<file path="src/rtl/store_checker_pkg.sv">
// Shared types and constants for the store-stream checker.
package store_checker_pkg;

   typedef enum logic [1:0] {
      ST_IDLE,
      ST_RUN,
      ST_PASS,
      ST_FAIL
   } state_t;

   localparam logic [1:0] FC_NONE          = 2'd0;
   localparam logic [1:0] FC_UNEXP_ADDR    = 2'd1;
   localparam logic [1:0] FC_DATA_MISMATCH = 2'd2;
   localparam logic [1:0] FC_TIMEOUT       = 2'd3;

   localparam int unsigned DEF_XLEN = 32;

   // Default entry layout; users with another XLEN pass their own entry type.
   typedef struct packed {
      logic [DEF_XLEN-1:0] addr;
      logic [DEF_XLEN-1:0] data;
   } store_entry_t;

endpackage

</file>
<file path="src/rtl/store_exp_table.sv">
// Expected-store table: synchronous write port, combinational read at the check pointer.
module store_exp_table
   import store_checker_pkg::*;
#(
   parameter int unsigned XLEN  = DEF_XLEN,
   parameter int unsigned DEPTH = 8,
   parameter int unsigned IW    = (DEPTH > 1) ? $clog2(DEPTH) : 1,
   parameter type         entry_t = store_entry_t
) (
   input  logic            clk,
   input  logic            we,
   input  logic [IW-1:0]   wr_idx,
   input  logic [XLEN-1:0] wr_addr,
   input  logic [XLEN-1:0] wr_data,
   input  logic [IW-1:0]   rd_idx,
   output entry_t          rd_entry
);

   entry_t mem [DEPTH];

   always_ff @(posedge clk) begin
      if (we && (32'(wr_idx) < DEPTH)) begin
         mem[wr_idx].addr <= wr_addr;
         mem[wr_idx].data <= wr_data;
      end
   end

   assign rd_entry = (32'(rd_idx) < DEPTH) ? mem[rd_idx] : '0;

endmodule

</file>
<file path="config.mk">
export PLATFORM = sky130hd
export DESIGN_NAME = store_exp_table
export DESIGN_NICKNAME = d
export VERILOG_FILES = /design/src/rtl/store_checker_pkg.sv /design/src/rtl/store_exp_table.sv
export SDC_FILE = /design/constraint.sdc
export NUM_CORES = 1
export LEC_CHECK = 0
export CAP_MARGIN = 30
export CORE_UTILIZATION = 53
export CTS_CLUSTER_DIAMETER = 100
export CTS_CLUSTER_SIZE = 24
export DETAILED_ROUTE_END_ITERATION = 7
export HOLD_SLACK_MARGIN = 0.08
export PLACE_DENSITY = 0.77
export SLEW_MARGIN = 30
export SYNTH_ARGS = -nofsm -noshare
export SYNTH_HDL_FRONTEND = slang
export SYNTH_SLANG_ARGS = --single-unit
</file>
<file path="constraint.sdc">
create_clock -name clk -period 5.7 [get_ports clk]
set_clock_uncertainty 0.1 [all_clocks]
set_input_delay 0.57 -clock clk [delete_from_list [all_inputs] [get_ports clk]]
set_output_delay 0.57 -clock clk [all_outputs]
set_load 0.01 [all_outputs]
</file>
Word level (Yosys, flattened, before mapping)
Memories as Yosys holds them, arrays and structs flattened.
Index checks and enable logic that the tools add are counted.
- bitwise logic cells: 0
- multiply operators: 0
- equal/unequal tests: 0
- divide/modulo/power cells: 0
- $add $sub $neg: 0
- order comparisons: 0
- shift-type cells: 0
- reductions and logical operators: 0
- muxes and demuxes: 2
- operator list (operator ; number):
    2-to-1 mux 1 bit ; 2
- output and inout bits: 64
- logic and storage cells: 3
- bits in read-only memories: 0
- memories kept: 1
- memory bits (writable): 512
- bits in latches: 0
- register bits: 0
- memory list (memory ; depth ; width ; rd ports ; clocked after memory_dff ; write ports ; line ; RTL):
    mem ; 8 ; 64 ; 1 ; 0 ; 1 ; store_exp_table.sv:19 ; entry_t mem [DEPTH];

Logic depth before layout (Yosys ltp)
Gate-level depths: netlist (run 1).
- word-level depth: 2
- depth in mapped cells: 4
- mapped depth without buffers: 2

Worst setup path before layout (run 1)
OpenSTA, ideal clock, no wires.
- path type: input-to-reg
- start point: in wr_idx[2]
- end point: mem mem[0][0] (netlist bit) (enable)
- setup time: 0.565 ns
- buffers on the path: 0
- stages on the path: 2
- data arrival time: 5.100 ns
- setup slack: -0.066 ns
- required time: 5.035 ns
- cells stage by stage: nand2b_1 > nor3_1
- RTL lines (element ; line ; RTL):
    start, declared ; store_exp_table.sv:12 ; input logic [IW-1:0] wr_idx,
    end, declared ; store_exp_table.sv:19 ;
No word-level cell before the write port.

==> metrics.csv, run 1 <==
metric,value,unit
Mapped Cells,752,
register bank with the most flops,mem,
slowest CP cell,clkbuf_8,
Synthesized Nets,824,
most frequent cells in the layout,"edfxtp_1, clkdlybuf4s50_1, mux4_2",
hold buffer count at cts,0,
setup bufs post-CTS,0,
period utilization,0.6515,
worst path cell trace,clkbuf_8 > buf_4 > mux4_2 > mux2_2 > clkdlybuf4s50_1,
initial antenna violation count,2,
GRT Util Overall,0.1939,
pin count of the biggest net entering global routing,73,
Max VDD drop,208.4,uV
crit-path leading delay family,buffers and inverters,
Crit Path Class,in -> out,
wire length of the first global-routing pass,51950,um
htree depth,1,
# setup viols final,0,
dpl cells,1337,
gpl congestion,0.6945,
clk buf depth,3,
Vias per Instance,5.946,
post-synthesis sequential area ratio,0.7980,
design area,21940,um2
RSZ-0062 raised after global routing,false,
Slew HR,0.4027,
crit path time final,3.713,ns
clk slew on worst S/H paths,0.09,ns
CP Capture Type,output pin,
HP Class,in -> reg,
register area,15370,um2
port bufs,135,
TritonCTS clock tree,yes,
Fill cells,2392,
initial DRC count,638,
"most common cell after layout, fill and taps aside",edfxtp_1,
Finished Layout Cells,1364,
count of different cell masters after synthesis,12,
Leakage,6.750,nW
vias in the first global route,8478,
DRC viols,17,
Max Freq,269.3,MHz
placement row count,69,
"Hold Violations, Final",0,
Syn Area/Cell,25.62,um2
largest registers,mem (512),
outcome,"complete, but fails checks",
post-synthesis register bit count,512,
Critical Path Start Type,input port,
Worst-Margin Slew,0.8939,ns
Routed Wire Length,34870,um
root buffer cell,clkbuf_16,
placeable core region,35660,um2
Finished Core Util,0.6154,
Tot Pwr,6.677,mW
placed wire-length estimate,19790,um
Pre-antenna DRT Iters,8,
post-cts repair resize count,0,
nets,975,
setup TNS,0,ns
top-level I/O count,136,
post-synth top area cell,edfxtp_1,
failing checks,design-rule violations,
Pwr Density,304.3,nW/um2
Final ANT Viol Nets,0,
placed inst area,21290,um2
max-cap violation count,0,
Post-Syn Area,19270,um2
Syn-to-layout area delta,13.88,%
clock sink count,512,
Yosys warnings,0,
WL per Instance,25.57,um
grt total ovfl,0,
Critical Path RT,5.03,ns
critical path's largest stage delay,0.63,ns
largest cells by area after synthesis,"edfxtp_1, mux4_2, mux2_2, buf_6, buf_1",
chip height,192.7,um
number of antenna diodes,0,
Largest register FFs,512,
Die W,192.7,um
layout cells sized above 1,0.2813,
critical path peak fanout,66,
area fraction of the dominant cell type after synthesis,0.7980,
Die ar.,37120,um2
TritonCTS buffer count,25,
Buf/Inv on CP,3,
WP data arrival,3.04,ns
via count,8110,
Final Slew Violations,0,
area of the multi-input gates,3724,um2
Initial Util,0.5403,
## final cells by class
class	count	share of cell area
flip-flops and latches	512	0.7007
multi-input cells	205	0.1697
repair buffers	159	0.07362
clock buffers	25	0.02851
well taps	461	0.02629
clock inverters	2	0.001141
## power by group
part | total [mW] | internal, mW | switching (mW)
Clock | 1.85 | 0.794 | 1.06
Sequential | 4.29 | 4.26 | 0.0257
Combinational | 0.536 | 0.288 | 0.248
## logic make-up after synthesis
logic type,synth area share
mux,0.1870
simple gates,0.003053
buf+inv,0.01188
flops,0.7980
## worst paths after layout
| path | startpoint | end | slack (ns) | cells after the start |
|---|---|---|---|---|
| max | rd_idx[0] | rd_entry[39] | 1.99 | 5 |
| min | wr_data[10] | mem[7][10] | 0.63 | 1 |
## layer usage
metal / vias to the layer above / global-route usage / wire length [um] / share of wire
li1: 3514 / - / - / -
met1: 4343 / 0.2684 / 14430 / 0.41
met2: 206 / 0.3292 / 18020 / 0.52
met3: 43 / 0.02873 / 1708 / 0.049
met4: 4 / 0.04300 / 678 / 0.019
met5: - / 0 / 29 / 0.00083
## synth_stat cells
master / count
buf_4: 3
nand2_1: 2
buf_2: 3
nand2b_1: 3
nor2_1: 6
clkbuf_1: 9
mux2_2: 64
buf_6: 11
nor3_1: 2
edfxtp_1: 512
buf_1: 9
mux4_2: 128
## stage by stage
step | setup slack [ns] | hold WS [ns]
6_report | 1.987 | 0.6293
5_1_grt | 1.786 | 0.6178
4_1_cts | 1.906 | 0.6060
3_5_place_dp | 1.909 | 1.209
3_3_place_gp | 1.923 | 1.196
2_1_floorplan | 0.0001039 | 0.5689
No activity file was read; power rests on OpenSTA's default activity.
==> run 2: changes to the inputs <==
CORE_UTILIZATION = 55   (was 53)
PLACE_DENSITY = 0.76   (was 0.77)
clock period = 3.6 ns   (was 5.7 ns; I/O delays follow)
==> run 2 against run 1 <==
- design area up 0.57%
- first-iteration DRC count up 1.6%
- final cell count decreased by 0.22%
- the run now ends clean
- highest routed layer unchanged
- combinational power rose by 62%
- global-route usage grew 0.20 points
- total power grew 58%
- largest power group unchanged
- worst setup slack got worse by 1.2 ns
- hold slack worse by 0.21 ns
==> metrics.csv, run 2 (synthesis results as in run 1) <==
metric,value,unit,change
Largest register FFs,512,,unchanged
via count,8162,,"was 8,110"
Hold EP,mem[1][5],,was mem[7][10]
hold buffer count at cts,0,,unchanged
Worst-Margin Slew,0.6899,ns,was 0.8939 ns
Final ANT Viol Nets,0,,unchanged
pin count of the biggest net entering global routing,65,,was 73
placeable core region,34540,um2,"was 35,660 um2"
pre-CTS setup slack,0.7158,ns,was 1.909 ns
clk buf depth,3,,unchanged
met2 wire length,16990,um,"was 18,020 um"
GRT Util Overall,0.1959,,was 0.1939
Slew HR,0.5401,,was 0.4027
initial antenna violation count,2,,unchanged
Die W,189.2,um,was 192.7 um
Tot Pwr,10.58,mW,was 6.677 mW
setup TNS,0,ns,unchanged
crit path time final,2.857,ns,
placed wire-length estimate,18800,um,"was 19,790 um"
RSZ-0062 raised after global routing,false,,unchanged
largest registers,mem (512),,unchanged
"Hold Violations, Final",0,,unchanged
Sw Ratio,0.1986,,was 0.1992
setup ws final,0.7430,ns,was 1.987 ns
chip height,189.2,um,was 192.7 um
root buffer cell,clkbuf_16,,unchanged
Sw Pwr,2.101,mW,was 1.330 mW
vias in the first global route,8691,,"was 8,478"
clock group share of total power,0.276,,was 0.277
wire length of the first global-routing pass,51780,um,"was 51,950 um"
# setup viols final,0,,unchanged
post-cts repair resize count,0,,unchanged
period utilization,0.7936,,
Syn-to-layout area delta,14.53,%,was 13.88%
Die ar.,35780,um2,"was 37,120 um2"
Crit Path Class,in -> out,,unchanged
gpl congestion,0.7028,,was 0.6945
WP data arrival,2.40,ns,was 3.04 ns
TritonCTS buffer count,25,,unchanged
clk slew on worst S/H paths,0.09,ns,about the same
Routed Wire Length,34460,um,"was 34,870 um"
Max Freq,350.0,MHz,
layout cells sized above 1,0.2821,,was 0.2813
top-level I/O count,136,,unchanged
max-cap violation count,0,,unchanged
nets,977,,was 975
placement row count,68,,was 69
htree depth,1,,unchanged
Max VDD drop,497.0,uV,was 208.4 uV
Critical Path Start Type,input port,,unchanged
port bufs,135,,unchanged
HP Class,in -> reg,,unchanged
DRC viols,0,,was 17
Critical Path RT,3.14,ns,was 5.03 ns
register bank with the most flops,mem,,unchanged
Fill cells,2257,,"was 2,392"
Min-Delay Startpoint,wr_data[5],,was wr_data[10]
critical path's largest stage delay,0.53,ns,was 0.63 ns
Pwr Density,479.2,nW/um2,was 304.3 nW/um2
Combinational Power Share,0.082,,was 0.080
Leakage,6.789,nW,was 6.750 nW
Pint,8.475,mW,was 5.347 mW
Pre-antenna DRT Iters,4,,was 8
most frequent cells in the layout,"edfxtp_1, clkdlybuf4s50_1, mux4_2",,unchanged
Highest Signal Layer,met5,,unchanged
M1 WL,14760,um,"was 14,430 um"
Vias per Instance,5.997,,was 5.946
grt total ovfl,0,,unchanged
WL per Instance,25.32,um,was 25.57 um
setup bufs post-CTS,0,,unchanged
TritonCTS clock tree,yes,,unchanged
CP Capture Type,output pin,,unchanged
critical path peak fanout,33,,was 66
"most common cell after layout, fill and taps aside",edfxtp_1,,unchanged
slowest CP cell,mux4_2,,was clkbuf_8
clock sink count,512,,unchanged
worst path cell trace,clkbuf_8 > buf_12 > mux4_2 > mux2_2 > clkdlybuf4s50_1,,was clkbuf_8 > buf_4 > mux4_2 > mux2_2 > clkdlybuf4s50_1
Final Slew Violations,0,,unchanged
outcome,completed,,"was complete, but fails checks"
initial DRC count,648,,was 638
Worst Hold Depth,1,,unchanged
Reg power frac,0.642,,was 0.643
Met3 Wirelength,2156,um,was 1708 um
Initial Util,0.5577,,was 0.5403
==> run 2: layer usage <==
| metal | global-route usage | vias to the layer above |
|---|---|---|
| li1 | - | 3527 |
| met1 | 0.2772 | 4393 |
| met2 | 0.3217 | 201 |
| met3 | 0.04319 | 37 |
| met4 | 0.03443 | 4 |
| met5 | 0 | - |
==> run 2: stage by stage <==
step	hold WS [ns]	util	std cells	instance area, um2
2_1_floorplan	0.3589	-	752	19280
3_3_place_gp	0.9880	0.6201	1333	21420
3_5_place_dp	0.9911	0.6201	1333	21420
4_1_cts	0.3998	0.6387	1359	22060
5_1_grt	0.4324	0.6387	1359	22060
6_report	0.4227	0.6388	1361	22070
==> run 2: worst max-delay path by stage <==
stage | from | end | cells past startpoint
final | rd_idx[0] | rd_entry[18] | 5
after global routing | rd_idx[0] | rd_entry[18] | 5
after CTS | rd_idx[0] | rd_entry[21] | 5
after detailed placement | rd_idx[0] | rd_entry[21] | 5
after global placement | rd_idx[0] | rd_entry[21] | 5
after floorplan | wr_idx[2] | mem[1][0] | 2
==> run 2: power by group through the flow <==
stage	Combinational (mW)	Clock, mW	Sequential (mW)
floorplan	0.449	0	6.92
global placement	0.867	0	6.92
detailed placement	0.879	0	6.93
CTS	0.883	2.99	6.80
global route	0.926	3.16	6.81
finish	0.866	2.92	6.79
==> run 2: final cells by class <==
| cell class | instances | area [um2] | share of cell area |
|---|---|---|---|
| Clock buffer | 25 | 625.6 | 0.02835 |
| Antenna cell | 2 | 5.005 | 0.0002268 |
| Timing Repair Buffer | 161 | 1745 | 0.07910 |
| Tap cell | 455 | 569.3 | 0.02580 |
| Sequential cell | 512 | 15370 | 0.6968 |
| Multi-Input combinational cell | 205 | 3730 | 0.1690 |
| Clock inverter | 1 | 16.27 | 0.0007371 |
==> run 2: critical path, delay by kind of cell <==
| family | cells | cell delay, ns |
|---|---|---|
| multiplexers | 2 | 0.81 |
| buffers and inverters | 3 | 1.18 |
==> run 3: changes to the inputs <==
CORE_UTILIZATION = 53   (was 55)
PLACE_DENSITY = 0.77   (was 0.76)
clock period = 2.45 ns   (was 3.6 ns; I/O delays follow)
==> run 3 against run 2 <==
- wire length rose by 2.5%
- first-iteration DRC count down 8.8%
- flip-flop and latch count unchanged
- final cell count increased by 1.5%
- design area increased by 0.86%
- highest routed layer unchanged
- hold slack worse by 0.11 ns
- combinational power grew 42%
- the flow now finishes with violations (design-rule violations)
- total power up 47%
- core utilization is 1.5 points lower
- non-clock buffer count increased by 16
- global-route usage about the same
==> metrics.csv, run 3 (synthesis results as in run 1) <==
metric,value,unit,change
Finished Core Util,0.6242,,was 0.6388
Die ar.,37120,um2,"was 35,780 um2"
critical path peak fanout,1,,was 33
Buf/Inv on CP,1,,was 3
failing checks,design-rule violations,,
Critical Path Start Type,flip-flop,,was input port
clk slew on worst S/H paths,0.09,ns,about the same
wire length of the first global-routing pass,52900,um,"was 51,780 um"
number of antenna diodes,0,,was 2
Max VDD drop,537.8,uV,was 497.0 uV
period utilization,0.9657,,
placeable core region,35660,um2,"was 34,540 um2"
register bank with the most flops,mem,,unchanged
placement row count,69,,was 68
htree depth,1,,unchanged
vias in the first global route,8608,,"was 8,691"
Crit Path Class,reg -> out,,was in -> out
Syn-to-layout area delta,15.52,%,was 14.53%
pin count of the biggest net entering global routing,55,,was 65
WL per Instance,25.58,um,was 25.32 um
grt total ovfl,0,,unchanged
"most common cell after layout, fill and taps aside",edfxtp_1,,unchanged
"Hold Violations, Final",0,,unchanged
top-level I/O count,136,,unchanged
largest registers,mem (512),,unchanged
critical path's largest stage delay,0.47,ns,was 0.53 ns
WHS,0.3165,ns,was 0.4227 ns
Final Slew Violations,0,,unchanged
setup bufs post-CTS,0,,unchanged
RSZ-0062 raised after global routing,false,,unchanged
worst path cell trace,mux4_2 > mux2_2 > dlygate4sd2_1,,was clkbuf_8 > buf_12 > mux4_2 > mux2_2 > clkdlybuf4s50_1
slowest CP cell,mux4_2,,unchanged
Initial Util,0.5403,,was 0.5577
max-cap violation count,0,,unchanged
setup ws final,0.08404,ns,was 0.7430 ns
TritonCTS clock tree,yes,,unchanged
gpl congestion,0.7228,,was 0.7028
via count,8180,,"was 8,162"
initial antenna violation count,2,,unchanged
WP data arrival,2.02,ns,was 2.40 ns
Tot Pwr,15.52,mW,was 10.58 mW
initial DRC count,591,,was 648
CP Capture Type,output pin,,unchanged
placed wire-length estimate,20650,um,"was 18,800 um"
dpl cells,1355,,"was 1,333"
nets,993,,was 977
design area,22260,um2,"was 22,070 um2"
Critical Path RT,2.11,ns,was 3.14 ns
# setup viols final,0,,unchanged
chip height,192.7,um,was 189.2 um
Vias per Instance,5.923,,was 5.997
Slew HR,0.7240,,was 0.5401
Largest register FFs,512,,unchanged
setup TNS,0,ns,unchanged
Worst-Margin Slew,0.4140,ns,was 0.6899 ns
root buffer cell,clkbuf_16,,unchanged
crit-path leading delay family,multiplexers,,was buffers and inverters
Finished Layout Cells,1381,,"was 1,361"
Final ANT Viol Nets,0,,unchanged
DRC viols,12,,was 0
pre-CTS setup slack,0.02386,ns,was 0.7158 ns
Max Freq,422.7,MHz,
Die W,192.7,um,was 189.2 um
Pre-antenna DRT Iters,8,,was 4
outcome,"complete, but fails checks",,was completed
clock sink count,512,,unchanged
HP Class,in -> reg,,unchanged
Pwr Density,697.1,nW/um2,was 479.2 nW/um2
crit path time final,2.366,ns,
placed inst area,21690,um2,"was 21,420 um2"
port bufs,135,,unchanged
clk buf depth,3,,unchanged
layout cells sized above 1,0.2967,,was 0.2821
Leakage,7.004,nW,was 6.789 nW
Routed Wire Length,35330,um,"was 34,460 um"
TritonCTS buffer count,25,,unchanged
most frequent cells in the layout,"edfxtp_1, mux4_2, clkdlybuf4s50_1",,"was edfxtp_1, clkdlybuf4s50_1, mux4_2"
GRT Util Overall,0.1963,,was 0.1959
## run 3: power by group
group	leakage (nW)	switching [mW]	internal (mW)
clock network	0.315	2.46	1.84
registers	4.65	0.0609	9.92
logic	2.04	0.591	0.642
## run 3: per-layer routing
layer,vias to the layer above,routed length [um],global-route usage
met2,174,18150,0.3412
met4,4,602,0.03937
met1,4394,14890,0.2651
met3,44,1656,0.03055
li1,3564,-,-
met5,-,34,0
## run 3: final cells by class
type                       count  area, um2
multi-input combinational    205       3740
sequential                   512      15370
timing repair buffer         177       1923
tap                          461      576.8
fill                        2432      13400
clock inverter                 1      16.27
clock buffer                  25      625.6
## run 3: path summary, 6_finish.rpt
check / startpoint / endpoint / slack, ns / cells after the start
hold / removal: wr_data[12] / mem[5][12] / 0.32 / 1
setup / recovery: mem[6][25] / rd_entry[25] / 0.08 / 3
## run 3: what timing repair did
item	4_1_cts	5_1_grt
hold buffers	0	0
gates resized for setup	64	0
endpoints found under the setup margin	64	0
